**config.mk**
```make
export PLATFORM = sky130hd
export DESIGN_NAME = gate_select_sweeper_flat
export DESIGN_NICKNAME = d
export VERILOG_FILES = /design/src/rtl/gate_select_sweeper_if.sv /design/src/rtl/gate_select_sweeper.sv /design/src/flat_wrapper.sv
export SDC_FILE = /design/constraint.sdc
export NUM_CORES = 1
export LEC_CHECK = 0
export BUFFER_PORTS_ARGS = -buffer_cell sky130_fd_sc_hd__buf_2
export CAP_MARGIN = 15
export CORE_ASPECT_RATIO = 0.7
export CORE_MARGIN = 4
export CORE_UTILIZATION = 50
export DETAILED_ROUTE_END_ITERATION = 12
export GPL_ROUTABILITY_DRIVEN = 0
export PLACE_DENSITY_LB_ADDON = 0.1
export SLEW_MARGIN = 20
export SYNTH_ARGS = -nofsm -noshare
export SYNTH_HDL_FRONTEND = slang
export SYNTH_SLANG_ARGS = --single-unit
```
**constraint.sdc**
```tcl
create_clock -name clk -period 4.1 [get_ports clk]
set_input_delay 0 -clock clk [delete_from_list [all_inputs] [get_ports clk]]
set_output_delay 0 -clock clk [all_outputs]
set_load 0.02 [all_outputs]
```
**src/rtl/gate_select_sweeper_if.sv**
```systemverilog
// Selector-side bus: stimulus operands/select out, gate result back in.
interface gate_select_sweeper_if;
  logic       a;
  logic       b;
  logic [2:0] sel;
  logic       dut_out;

  // Sweeper drives the vector and reads the result.
  modport master (
    output a,
    output b,
    output sel,
    input  dut_out
  );

  // Gate selector under test.
  modport slave (
    input  a,
    input  b,
    input  sel,
    output dut_out
  );
endinterface

```
**src/rtl/gate_select_sweeper.sv**
```systemverilog
// Stimulus driver and response checker for the 3-bit-select two-input gate selector.
// Walks all 32 {sel,a,b} vectors in ascending order, holds each for SETTLE_CYCLES
// cycles, samples the selector result for one cycle and compares it with a
// built-in truth table. Reports pass, mismatch count and the first failing vector.
module gate_select_sweeper #(
  parameter int unsigned SETTLE_CYCLES = 2  // legal range 1..15
) (
  input  logic                         clk,
  input  logic                         rst,
  input  logic                         start,
  gate_select_sweeper_if.master        sel_if,
  output logic                         busy,
  output logic                         done,
  output logic                         pass,
  output logic [5:0]                   err_cnt,
  output logic                         fail_valid,
  output logic [4:0]                   fail_vec
);

  typedef enum logic [1:0] {
    StIdle,
    StDrive,
    StSample,
    StDone
  } state_e;

  localparam logic [3:0] LastCnt = 4'(SETTLE_CYCLES - 1);

  state_e      r_state;
  logic [4:0]  r_idx;
  logic [3:0]  r_cnt;
  logic        r_a;
  logic        r_b;
  logic [2:0]  r_sel;
  logic        r_busy;
  logic        r_done;
  logic        r_pass;
  logic [5:0]  r_err_cnt;
  logic        r_fail_valid;
  logic [4:0]  r_fail_vec;

  logic        w_exp;
  logic        w_mismatch;
  logic [4:0]  w_idx_next;
  logic [5:0]  w_err_next;

  // Reference truth table for the vector currently driven.
  always_comb begin
    w_exp = 1'b0;
    unique case (r_idx[4:2])
      3'b000: w_exp = ~(r_idx[1] & r_idx[0]);
      3'b001: w_exp = r_idx[1] & r_idx[0];
      3'b010: w_exp = r_idx[1] | r_idx[0];
      3'b011: w_exp = ~(r_idx[1] | r_idx[0]);
      3'b100: w_exp = r_idx[1] ^ r_idx[0];
      3'b101: w_exp = ~(r_idx[1] ^ r_idx[0]);
      3'b110: w_exp = ~r_idx[1];
      3'b111: w_exp = ~r_idx[1];
      default: w_exp = 1'b0;
    endcase
  end

  assign w_mismatch = (sel_if.dut_out != w_exp);
  assign w_idx_next = r_idx + 5'd1;
  // Count including the sample being taken this cycle, so pass sees the final total.
  assign w_err_next = r_err_cnt + {5'd0, w_mismatch};

  // Sweep sequencer with registered vector and status outputs.
  always_ff @(posedge clk) begin
    if (rst) begin
      r_state      <= StIdle;
      r_idx        <= 5'd0;
      r_cnt        <= 4'd0;
      r_a          <= 1'b0;
      r_b          <= 1'b0;
      r_sel        <= 3'd0;
      r_busy       <= 1'b0;
      r_done       <= 1'b0;
      r_pass       <= 1'b0;
      r_err_cnt    <= 6'd0;
      r_fail_valid <= 1'b0;
      r_fail_vec   <= 5'd0;
    end else begin
      case (r_state)
        StIdle: begin
          r_done <= 1'b0;
          if (start) begin
            r_state      <= StDrive;
            r_idx        <= 5'd0;
            r_cnt        <= 4'd0;
            r_a          <= 1'b0;
            r_b          <= 1'b0;
            r_sel        <= 3'd0;
            r_busy       <= 1'b1;
            r_pass       <= 1'b0;
            r_err_cnt    <= 6'd0;
            r_fail_valid <= 1'b0;
            r_fail_vec   <= 5'd0;
          end
        end
        StDrive: begin
          if (r_cnt == LastCnt) begin
            r_state <= StSample;
            r_cnt   <= 4'd0;
          end else begin
            r_cnt <= r_cnt + 4'd1;
          end
        end
        StSample: begin
          r_err_cnt <= w_err_next;
          // Only the first mismatch of a sweep is captured.
          if (w_mismatch && !r_fail_valid) begin
            r_fail_valid <= 1'b1;
            r_fail_vec   <= r_idx;
          end
          if (r_idx == 5'd31) begin
            r_state <= StDone;
            r_busy  <= 1'b0;
            r_done  <= 1'b1;
            r_a     <= 1'b0;
            r_b     <= 1'b0;
            r_sel   <= 3'd0;
            r_pass  <= (w_err_next == 6'd0);
          end else begin
            r_state <= StDrive;
            r_idx   <= w_idx_next;
            r_sel   <= w_idx_next[4:2];
            r_a     <= w_idx_next[1];
            r_b     <= w_idx_next[0];
          end
        end
        StDone: begin
          // start is ignored here; a held start is taken on the next IDLE edge.
          r_done  <= 1'b0;
          r_state <= StIdle;
        end
        default: begin
          r_state <= StIdle;
          r_busy  <= 1'b0;
          r_done  <= 1'b0;
        end
      endcase
    end
  end

  assign sel_if.a   = r_a;
  assign sel_if.b   = r_b;
  assign sel_if.sel = r_sel;
  assign busy       = r_busy;
  assign done       = r_done;
  assign pass       = r_pass;
  assign err_cnt    = r_err_cnt;
  assign fail_valid = r_fail_valid;
  assign fail_vec   = r_fail_vec;

endmodule

```
**src/flat_wrapper.sv**
```systemverilog
// flat-port wrapper written by rule: the top's interface ports become plain ports
module gate_select_sweeper_flat 
#(
  parameter int unsigned SETTLE_CYCLES = 2                      
)
  (clk, rst, start, busy, done, pass, err_cnt, fail_valid, fail_vec, sel_if_a, sel_if_b, sel_if_sel, sel_if_dut_out);
  gate_select_sweeper_if sel_if_i ();
  input  logic clk;
  input  logic rst;
  input  logic start;
  output logic busy;
  output logic done;
  output logic pass;
  output logic [5:0] err_cnt;
  output logic fail_valid;
  output logic [4:0] fail_vec;
  output wire logic [$bits(sel_if_i.a)-1:0] sel_if_a;
  output wire logic [$bits(sel_if_i.b)-1:0] sel_if_b;
  output wire logic [$bits(sel_if_i.sel)-1:0] sel_if_sel;
  input wire logic [$bits(sel_if_i.dut_out)-1:0] sel_if_dut_out;
  assign sel_if_a = sel_if_i.a;
  assign sel_if_b = sel_if_i.b;
  assign sel_if_sel = sel_if_i.sel;
  assign sel_if_i.dut_out = sel_if_dut_out;
  gate_select_sweeper #(.SETTLE_CYCLES(SETTLE_CYCLES)) u_core (.clk(clk), .rst(rst), .start(start), .sel_if(sel_if_i), .busy(busy), .done(done), .pass(pass), .err_cnt(err_cnt), .fail_valid(fail_valid), .fail_vec(fail_vec));
endmodule
```
### Yosys cells after proc, flatten, opt, wreduce, memory -nomap -nowiden

Index checks and enable logic that the tools add are counted.

* flip-flop bits (word level): 31
* bits of input ports: 4
* output and inout bits: 20
* word-level logic and storage cells: 89

* add/subtract/negate cells: 3
* equal/unequal tests: 18
* mux-type cells: 32
* bitwise operators: 7
* reductions and logical operators: 17

Operators by type and width (number)
* $pmux 5 s2: 2
* $mux 5: 3
* $eq 3x3->1 const B: 4
* $pmux 1 s2: 6
* $pmux 6 s2: 1
* $reduce_and 3->1: 3
* $mux 1: 8
* $mux 4: 2
* $pmux 2 s4: 1
* $pmux 4 s2: 1
* $reduce_and 2->1: 4
* $pmux 1 s7: 1
* $add 6x1->6: 1
* $eq 3x2->1 const B: 2
* $logic_not 6->1: 1
* $mux 2: 3
* $mux 3: 2
* $mux 6: 1
* $ne 2x1->1 const B: 3
* $pmux 3 s2: 1
* $reduce_bool 2->1: 3
* $add 5x1->5 const B: 1
* $eq 5x5->1 const B: 1
* $add 4x1->4 const B: 1
* 15 further kinds: 21

### Logic depth before layout (Yosys ltp)

Gate-level depths: netlist of run 1.

* word-level depth: 8
* mapped depth: 13
* depth with buffers taken out: 12

### Least setup slack after synthesis of run 1

No wires, ideal clock.

* path type: register to register
* from: register u_core.r_idx[0]
* to: register u_core.r_pass (netlist: u_core.pass)
* setup time: 0.071 ns
* arrival time: 3.107 ns
* setup slack: 0.922 ns
* stages on the path, launching flop included: 14
* buffers on the path: 1
* clock period less this slack: 3.178 ns
* path through: dfxtp_1 -> inv_1 -> ha_1 -> and2_1 -> or4_4 -> and4_4 -> or2_1 -> buf_6 -> ha_1 -> ha_1 -> nor3_1 -> nand3_1 -> or4_1 -> a21oi_1

* cells in the longest elaborated chain, start to end: 8
* elaborated cells on any way between the ends: 15
* classes of those cells: 1 x add/sub; 3 x eq/ne; 3 x mux; 6 x bitwise; 2 x reduce/logical

RTL lines
* from (decl): RTL line gate_select_sweeper.sv:30 `logic [4:0] r_idx;`
* from (signal assigned): RTL line gate_select_sweeper.sv:126 `r_idx <= w_idx_next;`
* $xor 1x1->1, or another cell as far along: RTL line gate_select_sweeper.sv:55, gate_select_sweeper.sv:56
* $not 1->1, on equally long branches: RTL line gate_select_sweeper.sv:56, gate_select_sweeper.sv:51, gate_select_sweeper.sv:54
* $pmux 1 s7: RTL line gate_select_sweeper.sv:50 `unique case (r_idx[4:2])`
* $ne 1x1->1: RTL line gate_select_sweeper.sv:63 `assign w_mismatch = (sel_if.dut_out != w_exp);`
* $add 6x1->6: RTL line gate_select_sweeper.sv:66 `assign w_err_next = r_err_cnt + {5'd0, w_mismatch};`
* $logic_not 6->1: RTL line gate_select_sweeper.sv:123 `r_pass <= (w_err_next == 6'd0);`
* $mux 1: RTL line gate_select_sweeper.sv:116 `if (r_idx == 5'd31) begin`
* $pmux 1 s2: RTL line gate_select_sweeper.sv:84 `case (r_state)`
* to (signal assigned): RTL line gate_select_sweeper.sv:123
* to (decl): RTL line gate_select_sweeper.sv:37 `logic r_pass;`

Parallel ways exist; a longest one is shown, timed or not. The select of a mux whose other input is x is not followed.
A chain may end at the register's enable or synchronous reset.

### Worst setup path after layout of run 1

Ends and elaborated chain as after synthesis.

==> impl_metrics.json, run 1 <==
{
  "status": "finished, final reports clean",
  "cts_hold_buf": 0,
  "hpwl_um": 2440,
  "synth_area_um2": 1583,
  "cts_resized": 0,
  "numCtsBuffers": 5,
  "cp.arrival_ns": 3.64,
  "yosysMostFrequentCell": "dfxtp_1",
  "hold_class": "in -> reg",
  "synth_edf_count": 0,
  "ys_warn_count": 0,
  "critPathLaunchType": "flip-flop",
  "fin_total_pwr_uw": 826.6,
  "holdWs_ns": 0.01926,
  "io_pins": 24,
  "die_x_um": 75.25,
  "synth.area.top_cells": "dfxtp_1 (39%), ha_1 (8.7%), a21oi_1 (5.7%)",
  "finalCritPeriodShare": 0.8352,
  "grt_pass1_vias": 1231,
  "slew_violations": 0,
  "fin_skew_ns": 0.006505,
  "endpoint_kind": "flip-flop",
  "drt-total-wl_um": 3483,
  "setup-violations-final": 0,
  "synth.distinct_cells": 39,
  "ys_ff_latch": 31,
  "synth.mux.area_fraction": 0.006324,
  "cts_tree": "yes",
  "fp.dieArea_um2": 4144,
  "grt_setup_unrepaired": "no",
  "nFillCells": 271,
  "vias_per_cell": 5.476,
  "fmax_mhz": 292.0,
  "dr.pass1.iters": 7,
  "clk_latency_ns": 0.29,
  "synth_simple_gate_area_frac": 0.2269,
  "clockBufferDepth": 2,
  "worstMarginPinSlew_ns": 0.6909,
  "cts_setup_buffers": 0,
  "postRouteAntennaNets": 0,
  "multi_input_area_um2": 892.1,
  "finalSetupTns_ns": 0,
  "grt_pass1_wl_um": 5720,
  "synthCells": 188,
  "vias": 1347,
  "syn_nets": 203,
  "yosys.area.top_type_share": 0.3921,
  "fin_crit_ns": 3.424,
  "diodes": 0,
  "design_area_um2": 1788,
  "grt_usage": 0.1912,
  "portBuffers": 23,
  "critPathMaxFanout": 6,
  "htreeDepth": 2,
  "cts_root_buf": "clkbuf_8",
  "ys_seq_area_frac": 0.3921,
  "coreArea_um2": 2903,
  "cts.sinks": 31,
  "overflow": 0,
  "fp.dieH_um": 55.08,
  "drc": 0,
  "antenna_found_initial": 0,
  "p_per_area_nw_per_um2": 462.3,
  "critPathKind": "reg -> reg",
  "async_flop_share": 0,
  "area_growth_pct": 12.96,
  "synth_fa_ha_area_frac": 0.08696,
  "clk_pin_slew_ns": 0.07,
  "leakage_nw": 0.7464,
  "synthFlopType": "dfxtp_1",
  "postSynthAreaPerCell_um2": 8.419,
  "synth.top_cells.by_count": "dfxtp_1 (31), nor2_1 (23), a21oi_1 (18), nand2_1 (14), ha_1 (11)",
  "synth_top_family_by_area": "simple AND/OR/NAND/NOR gates",
  "synth-compound-area-share": 0.1968,
  "synth-xor-area-share": 0.04427,
  "synth_largest_area_cell": "dfxtp_1",
  "maxCapViolations": 0,
  "hold_viol": 0,
  "worstPathRequired_ns": 4.32,
  "wl_per_cell_um": 14.16,
  "regArea_um2": 620.6,
  "slew_headroom": 0.5354,
  "layout-drive-gt1-share": 0.1667,
  "num_rows": 16,
  "grt_start_max_net_pins": 29,
  "placed_cell_area_um2": 1699,
  "irDropWorstVdd_mv": 0.2702,
  "start_util": 0.5453,
  "layout.nets": 224,
  "drt_first_iter_violations": 61
}
## placed cells by master (no fill, tap or decap), drive strengths merged, types with 6 or more instances in the layout
master and instances:
ha 11, nor3 6, clkbuf 6, nor2 23, o21ai 9, inv 8, buf 23, a22oi 9
nand3 8, a21oi 18, nand2 14, dfxtp 31
## state kept, by name, indices dropped and copies added, names as in the netlist
name               flops
u_core.fail_vec        5
u_core.done            1
u_core.r_idx           5
u_core.r_state         2
u_core.pass            1
u_core.sel_if.b        1
u_core.err_cnt         6
u_core.busy            1
u_core.r_cnt           4
u_core.sel_if.sel      3
u_core.fail_valid      1
u_core.sel_if.a        1
## final timing paths
| kind | startpoint | to | slack, ns | cells past startpoint |
|---|---|---|---|---|
| worst max-delay path | u_core.r_idx[0] | u_core.pass | 0.68 | 12 |
| worst min-delay path | sel_if_dut_out | u_core.fail_vec[3] | 0.02 | 3 |
| worst max register to register | u_core.r_idx[0] | u_core.pass | 0.68 | 12 |
| worst min register to register | u_core.fail_vec[0] | u_core.fail_vec[0] | 0.46 | 1 |
## through the flow
stage,setup slack (ns),instances,util
6_report,0.6757,246,0.6159
5_1_grt,0.4674,246,0.6159
4_1_cts,0.6654,246,0.6147
3_5_place_dp,0.7240,238,0.5853
3_3_place_gp,0.8398,238,0.5853
2_1_floorplan,0.9222,188,-
## power by group
group          switching [mW]  internal, mW
Combinational           0.173        0.0783
Sequential             0.0186         0.320
Clock                   0.118         0.118
## layout make-up
| class | count | share of cell area |
|---|---|---|
| well taps | 36 | 0.02519 |
| repair buffers | 23 | 0.06438 |
| clock buffers | 6 | 0.04059 |
| multi-input cells | 140 | 0.4990 |
| flip-flops and latches | 31 | 0.3471 |
| clock inverters | 2 | 0.006998 |
| inverters | 8 | 0.01680 |
## layer usage
| layer | vias to the layer above | global-route usage | part of all wire |
|---|---|---|---|
| li1 | 705 | - | - |
| met1 | 602 | 0.2544 | 0.51 |
| met2 | 32 | 0.2789 | 0.40 |
| met3 | 8 | 0.05596 | 0.069 |
| met4 | 0 | 0.1047 | 0.023 |
| met5 | - | 0 | 0 |
## cells by family after synthesis
logic type,Yosys count
simple gates,72
compound gates,48
flops,31
buf+inv,17
fa+ha+maj,11
xor+xnor,8
mux,1
## worst max-delay path: stages, from the launching register on
cell,delay (ns)
dfxtp_1,0.42
inv_1,0.07
ha_1,0.30
and2_1,0.17
or4_4,0.42
a31oi_1,0.29
or2_1,0.28
ha_1,0.22
ha_1,0.23
nand3_1,0.13
xnor2_1,0.18
or4_1,0.53
a21oi_1,0.13
No activity file was read; power rests on OpenSTA's default activity.
==> run 2, diff against run 1 <==
==> constraint.sdc (replaced) <==
create_clock -name clk -period 2.9 [get_ports clk]
set_input_delay 0 -clock clk [delete_from_list [all_inputs] [get_ports clk]]
set_output_delay 0 -clock clk [all_outputs]
set_load 0.02 [all_outputs]
==> run 2 against run 1 <==
Compared with the run above: highest routed layer unchanged; cell count grew 4.5%; critical path type unchanged; wire length grew 3.4%; worst setup slack lost 0.69 ns; clock power grew 57%; via count grew 6.8%; the flow now finishes with violations (setup timing); core utilization grew 6.0 points; non-clock buffer count grew 11; combinational power grew 54%; sequential power grew 41%; fmax grew 17%; register-to-register slack lost 0.69 ns.
==> impl_metrics.json, run 2 (same netlist as run 1, synthesis figures left out) <==
{
  "grt_start_max_net_pins": 29,
  "violations": "setup timing",
  "diodes": 0,
  "endpoint_kind": "flip-flop",
  "irDropWorstVdd_mv": 0.3430,
  "cts_tree": "yes",
  "cts.sinks": 31,
  "slowest_stage": "or4_4",
  "numCtsBuffers": 5,
  "grt_pass1_wl_um": 5968,
  "pwr-share-clk": 0.301,
  "vias_per_cell": 5.595,
  "largest_reg_flops": 6,
  "hold_class": "in -> reg",
  "dp_cells": 249,
  "critPathMaxFanout": 2,
  "fin_crit_ns": 2.915,
  "crit_path_max_incr_delay_ns": 0.50,
  "cp-startpoint": "u_core.r_idx[1]",
  "drt-total-wl_um": 3600,
  "htreeDepth": 2,
  "drt_first_iter_violations": 95,
  "fin_total_pwr_mw": 1.237,
  "wl_per_cell_um": 14.01,
  "power.internal_uw": 803.1,
  "final_core_util": 0.6759,
  "slew_headroom": 0.5235,
  "critPathLaunchType": "flip-flop",
  "hpwl_um": 2606,
  "switchingPower_uw": 434.2,
  "hold_viol": 0,
  "coreArea_um2": 2903,
  "combPwrFrac": 0.313,
  "instances_no_fill": 257,
  "finalCritPeriodShare": 1.005,
  "worstMarginPinSlew_ns": 0.7087,
  "fp.dieH_um": 55.08,
  "clk_pin_slew_ns": 0.06,
  "fp.dieArea_um2": 4144,
  "vias": 1438,
  "grt_usage": 0.1928,
  "layout-drive-gt1-share": 0.2670,
  "postRouteAntennaNets": 0,
  "setup-violations-final": 1,
  "grt_setup_unrepaired": "yes",
  "clk_latency_ns": 0.28,
  "num_rows": 16,
  "antenna_found_initial": 0,
  "crit_path_frequent_cell": "ha_4",
  "cp_cell_sequence": "inv_2 > ha_4 > and2_4 > or4_4 > and4_4 > or2_4 > ha_4 > ha_4 > nor3_2 > nand3_1 > or4_4 > a21oi_2",
  "clockBufferDepth": 2,
  "dpl_worst_slack_ns": -0.1291,
  "fmax_mhz": 343.1,
  "swShare": 0.3509,
  "cts_setup_buffers": 0,
  "portBuffers": 23,
  "finalSetupTns_ns": -0.01498,
  "final_cell_mix": "dfxtp_1 (29), nor2_1 (23), buf_2 (23), a21oi_1 (17), nand2_1 (14)",
  "holdCritStartpoint": "sel_if_dut_out",
  "setup_ws_ns": -0.01498,
  "p_per_area_nw_per_um2": 630.7,
  "r2r_slack_ns": -0.01,
  "drc": 0,
  "cts_root_buf": "clkbuf_8",
  "worstPathRequired_ns": 3.11,
  "slew_violations": 0,
  "leakage_nw": 0.8148,
  "critPathKind": "reg -> reg",
  "area_growth_pct": 23.95,
  "die_x_um": 75.25,
  "final_common_cell": "dfxtp_1",
  "cts_hold_buf": 0,
  "cp.arrival_ns": 3.12,
  "fin_skew_ns": 0.003864,
  "maxCapViolations": 0,
  "overflow": 0,
  "layout.nets": 235,
  "grt_pass1_vias": 1365,
  "seqPwrFrac": 0.386,
  "r2r_start": "u_core.r_idx[1]",
  "io_pins": 24,
  "status": "finished with violations",
  "start_util": 0.5453,
  "dr.pass1.iters": 5
}
[run 2: changes by cell type in the layout (fill, tap and decap cells not counted), moves of 2 or more]
cell      previous run  this run
buf_4                0        10
ha_1                11         7
ha_4                 0         4
clkbuf_8             5         7
dfxtp_1             31        29
dfxtp_2              0         2
inv_1                8         6
inv_2                0         2
[run 2: final timing paths]
path	endpoint	depth (start not counted)
worst max-delay path	u_core.pass	12
worst max register to register	u_core.pass	12
worst min register to register	u_core.sel_if.a	2
worst min-delay path	u_core.fail_vec[3]	3
[run 2: layout make-up]
type | instances | area (um2)
clock buffer | 8 | 100.1
multi-input combinational | 140 | 962.2
fill | 244 | 940.9
sequential | 31 | 623.1
inverter | 8 | 30.03
tap | 36 | 45.04
timing repair buffer | 34 | 201.4
[run 2: worst max-delay path, delay by kind of cell (launching register included)]
| family | cells | cell delay (ns) |
|---|---|---|
| buffers and inverters | 1 | 0.04 |
| DFF | 1 | 0.33 |
| and+or+nand+nor | 7 | 1.72 |
| adders and majority gates | 3 | 0.65 |
| AOI/OAI and AO/OA | 1 | 0.12 |
[run 2: per-layer routing]
metal  global-route usage  vias to the layer above  part of all wire
li1                     -                      729                 -
met1               0.2467                      663              0.49
met2               0.3035                       42              0.44
met3              0.06859                        4             0.068
met4              0.06686                        0            0.0022
met5                    0                        -                 0
[run 2: stage by stage]
stage | hold WS (ns) | instance area, um2
final | 0.04563 | 1962
after global routing | 0.08035 | 1962
after CTS | 0.03940 | 1938
after detailed placement | 0.3187 | 1821
after global placement | 0.3109 | 1821
after floorplan | 0.1938 | 1622
[run 2: timing repair]
item / CTS / global route
setup endpoints to repair: 1 / 1
gates resized for setup: 4 / 6
pin swaps: 0 / 1
[run 2: power by group through the flow]
stage | registers, mW | clock network (mW) | logic (mW)
4_1_cts | 0.476 | 0.378 | 0.380
3_3_place_gp | 0.482 | 0 | 0.366
6_report | 0.477 | 0.372 | 0.387
3_5_place_dp | 0.485 | 0 | 0.375
5_1_grt | 0.480 | 0.401 | 0.435
2_1_floorplan | 0.493 | 0 | 0.272
==> run 3, diff against run 2 <==
==> constraint.sdc (replaced) <==
create_clock -name clk -period 3.4 [get_ports clk]
set_input_delay 0 -clock clk [delete_from_list [all_inputs] [get_ports clk]]
set_output_delay 0 -clock clk [all_outputs]
set_load 0.02 [all_outputs]
==> run 3 against run 2 <==
Compared with the run above: the flow now finishes without violations; largest power group unchanged; fmax down 10%; critical path type unchanged; critical endpoint unchanged; non-clock buffer count down 9; wire length down 4.1%; global-route usage up 0.31 points; clock skew up 0.0017 ns.
==> impl_metrics.json, run 3 (same netlist as run 1, synthesis figures left out) <==
{
  "grt_usage": 0.1959,
  "finalSetupTns_ns": 0,
  "p_per_area_nw_per_um2": 560.9,
  "largest_reg_flops": 6,
  "clk_latency_ns": 0.29,
  "clockBufferDepth": 2,
  "vias_per_cell": 5.575,
  "finalCritPeriodShare": 0.9543,
  "portBuffers": 23,
  "coreArea_um2": 2903,
  "cts_setup_buffers": 0,
  "crit_path_frequent_cell": "ha_1",
  "slew_violations": 0,
  "worstMarginPinSlew_ns": 0.7056,
  "r2r_slack_ns": 0.16,
  "design_area_um2": 1814,
  "critPathLaunchType": "flip-flop",
  "fin_skew_ns": 0.005562,
  "status": "finished, final reports clean",
  "holdPathStages": 3,
  "hpwl_um": 2429,
  "drt_first_iter_violations": 79,
  "nFillCells": 254,
  "multi_input_area_um2": 895.9,
  "fin_crit_ns": 3.245,
  "grt_pass1_wl_um": 5947,
  "cts_tree": "yes",
  "diodes": 0,
  "grt_setup_unrepaired": "no",
  "grt_pass1_vias": 1268,
  "leakage_nw": 0.7653,
  "final_core_util": 0.6250,
  "antenna_found_initial": 0,
  "regArea_um2": 625.6,
  "start_util": 0.5453,
  "overflow": 0,
  "clk_pin_slew_ns": 0.07,
  "cts_root_buf": "clkbuf_8",
  "grt_start_max_net_pins": 29,
  "num_rows": 16,
  "maxCapViolations": 0,
  "crit_path_max_incr_delay_ns": 0.47,
  "worstPathRequired_ns": 3.61,
  "critPathMaxFanout": 6,
  "layout.nets": 226,
  "area_growth_pct": 14.62,
  "cp_cell_sequence": "inv_1 > ha_1 > and2_1 > or4_4 > and4_4 > or2_4 > ha_1 > ha_1 > nor3_2 > nand3_1 > or4_1 > a21oi_1",
  "htreeDepth": 2,
  "setup-violations-final": 0,
  "irDropWorstVdd_mv": 0.3480,
  "numCtsBuffers": 5,
  "critPathKind": "reg -> reg",
  "hold_viol": 0,
  "placed_cell_area_um2": 1714,
  "slew_headroom": 0.5256,
  "dr.pass1.iters": 4,
  "hold_class": "in -> reg",
  "wl_per_cell_um": 13.98,
  "fp.dieArea_um2": 4144,
  "rr_worst_depth": 12,
  "cp.arrival_ns": 3.46,
  "fmax_mhz": 308.2,
  "endpoint_kind": "flip-flop",
  "fp.dieH_um": 55.08,
  "layout-drive-gt1-share": 0.1896,
  "drt-total-wl_um": 3454,
  "io_pins": 24,
  "drc": 0,
  "cts.sinks": 31,
  "final_cell_mix": "dfxtp_1 (29), nor2_1 (23), buf_2 (23), a21oi_1 (18), nand2_1 (14)",
  "die_x_um": 75.25,
  "vias": 1377,
  "slowest_stage": "or4_1",
  "postRouteAntennaNets": 0,
  "final_common_cell": "dfxtp_1"
}
run 3: cell types whose count changed in the layout (fill, tap and decap cells not counted), sizes merged:
cell    previous run  this run
buf               34        25
clkbuf             8         6
clkinv             0         1
run 3: timing repair:
action                     in CTS  in global routing
resized for setup               0                  5
hold buffers                    0                  0
setup endpoints to repair       0                  1
run 3: where the power goes:
| group | leakage, nW | switching (mW) | internal [mW] |
|---|---|---|---|
| clock network | 0.0470 | 0.134 | 0.158 |
| logic | 0.466 | 0.212 | 0.105 |
| registers | 0.252 | 0.0215 | 0.386 |
run 3: final timing paths:
kind                         to             from
max reg2reg         u_core.pass  u_core.r_idx[0]
max                 u_core.pass  u_core.r_idx[0]
min reg2reg     u_core.sel_if.a  u_core.sel_if.a
min          u_core.fail_vec[3]   sel_if_dut_out
run 3: layout make-up:
type	instances	share of cell area
Clock buffer	6	0.04552
Inverter	8	0.01655
Timing Repair Buffer	25	0.07172
Multi-Input combinational cell	140	0.4938
Tap cell	36	0.02483
Sequential cell	31	0.3448
Clock inverter	1	0.002759
run 3: through the flow:
stage	power [mW]	setup WS (ns)	std cells	hold WS (ns)
2_1_floorplan	0.6480	0.2222	188	0.1938
3_3_place_gp	0.7152	0.1359	240	0.3117
3_5_place_dp	0.7227	0.03548	240	0.3229
4_1_cts	1.016	0.01640	247	0.01918
5_1_grt	1.090	0.01753	247	0.04255
6_report	1.018	0.1555	247	0.02374
run 3: critical path: cells and delay by family, from the launching register on:
kind | cells | cell delay [ns]
adders and majority gates | 3 | 0.83
AOI/OAI and AO/OA | 1 | 0.13
and+or+nand+nor | 7 | 1.79
buffers and inverters | 1 | 0.05
DFF | 1 | 0.37
run 3: layer usage:
metal | wire length (um) | track usage | vias up | part of all wire
li1 | - | - | 706 | -
met5 | 0 | 0 | - | 0
met2 | 1359 | 0.2775 | 42 | 0.39
met4 | 51 | 0.07849 | 0 | 0.015
met1 | 1813 | 0.2707 | 624 | 0.52
met3 | 229 | 0.06859 | 5 | 0.066
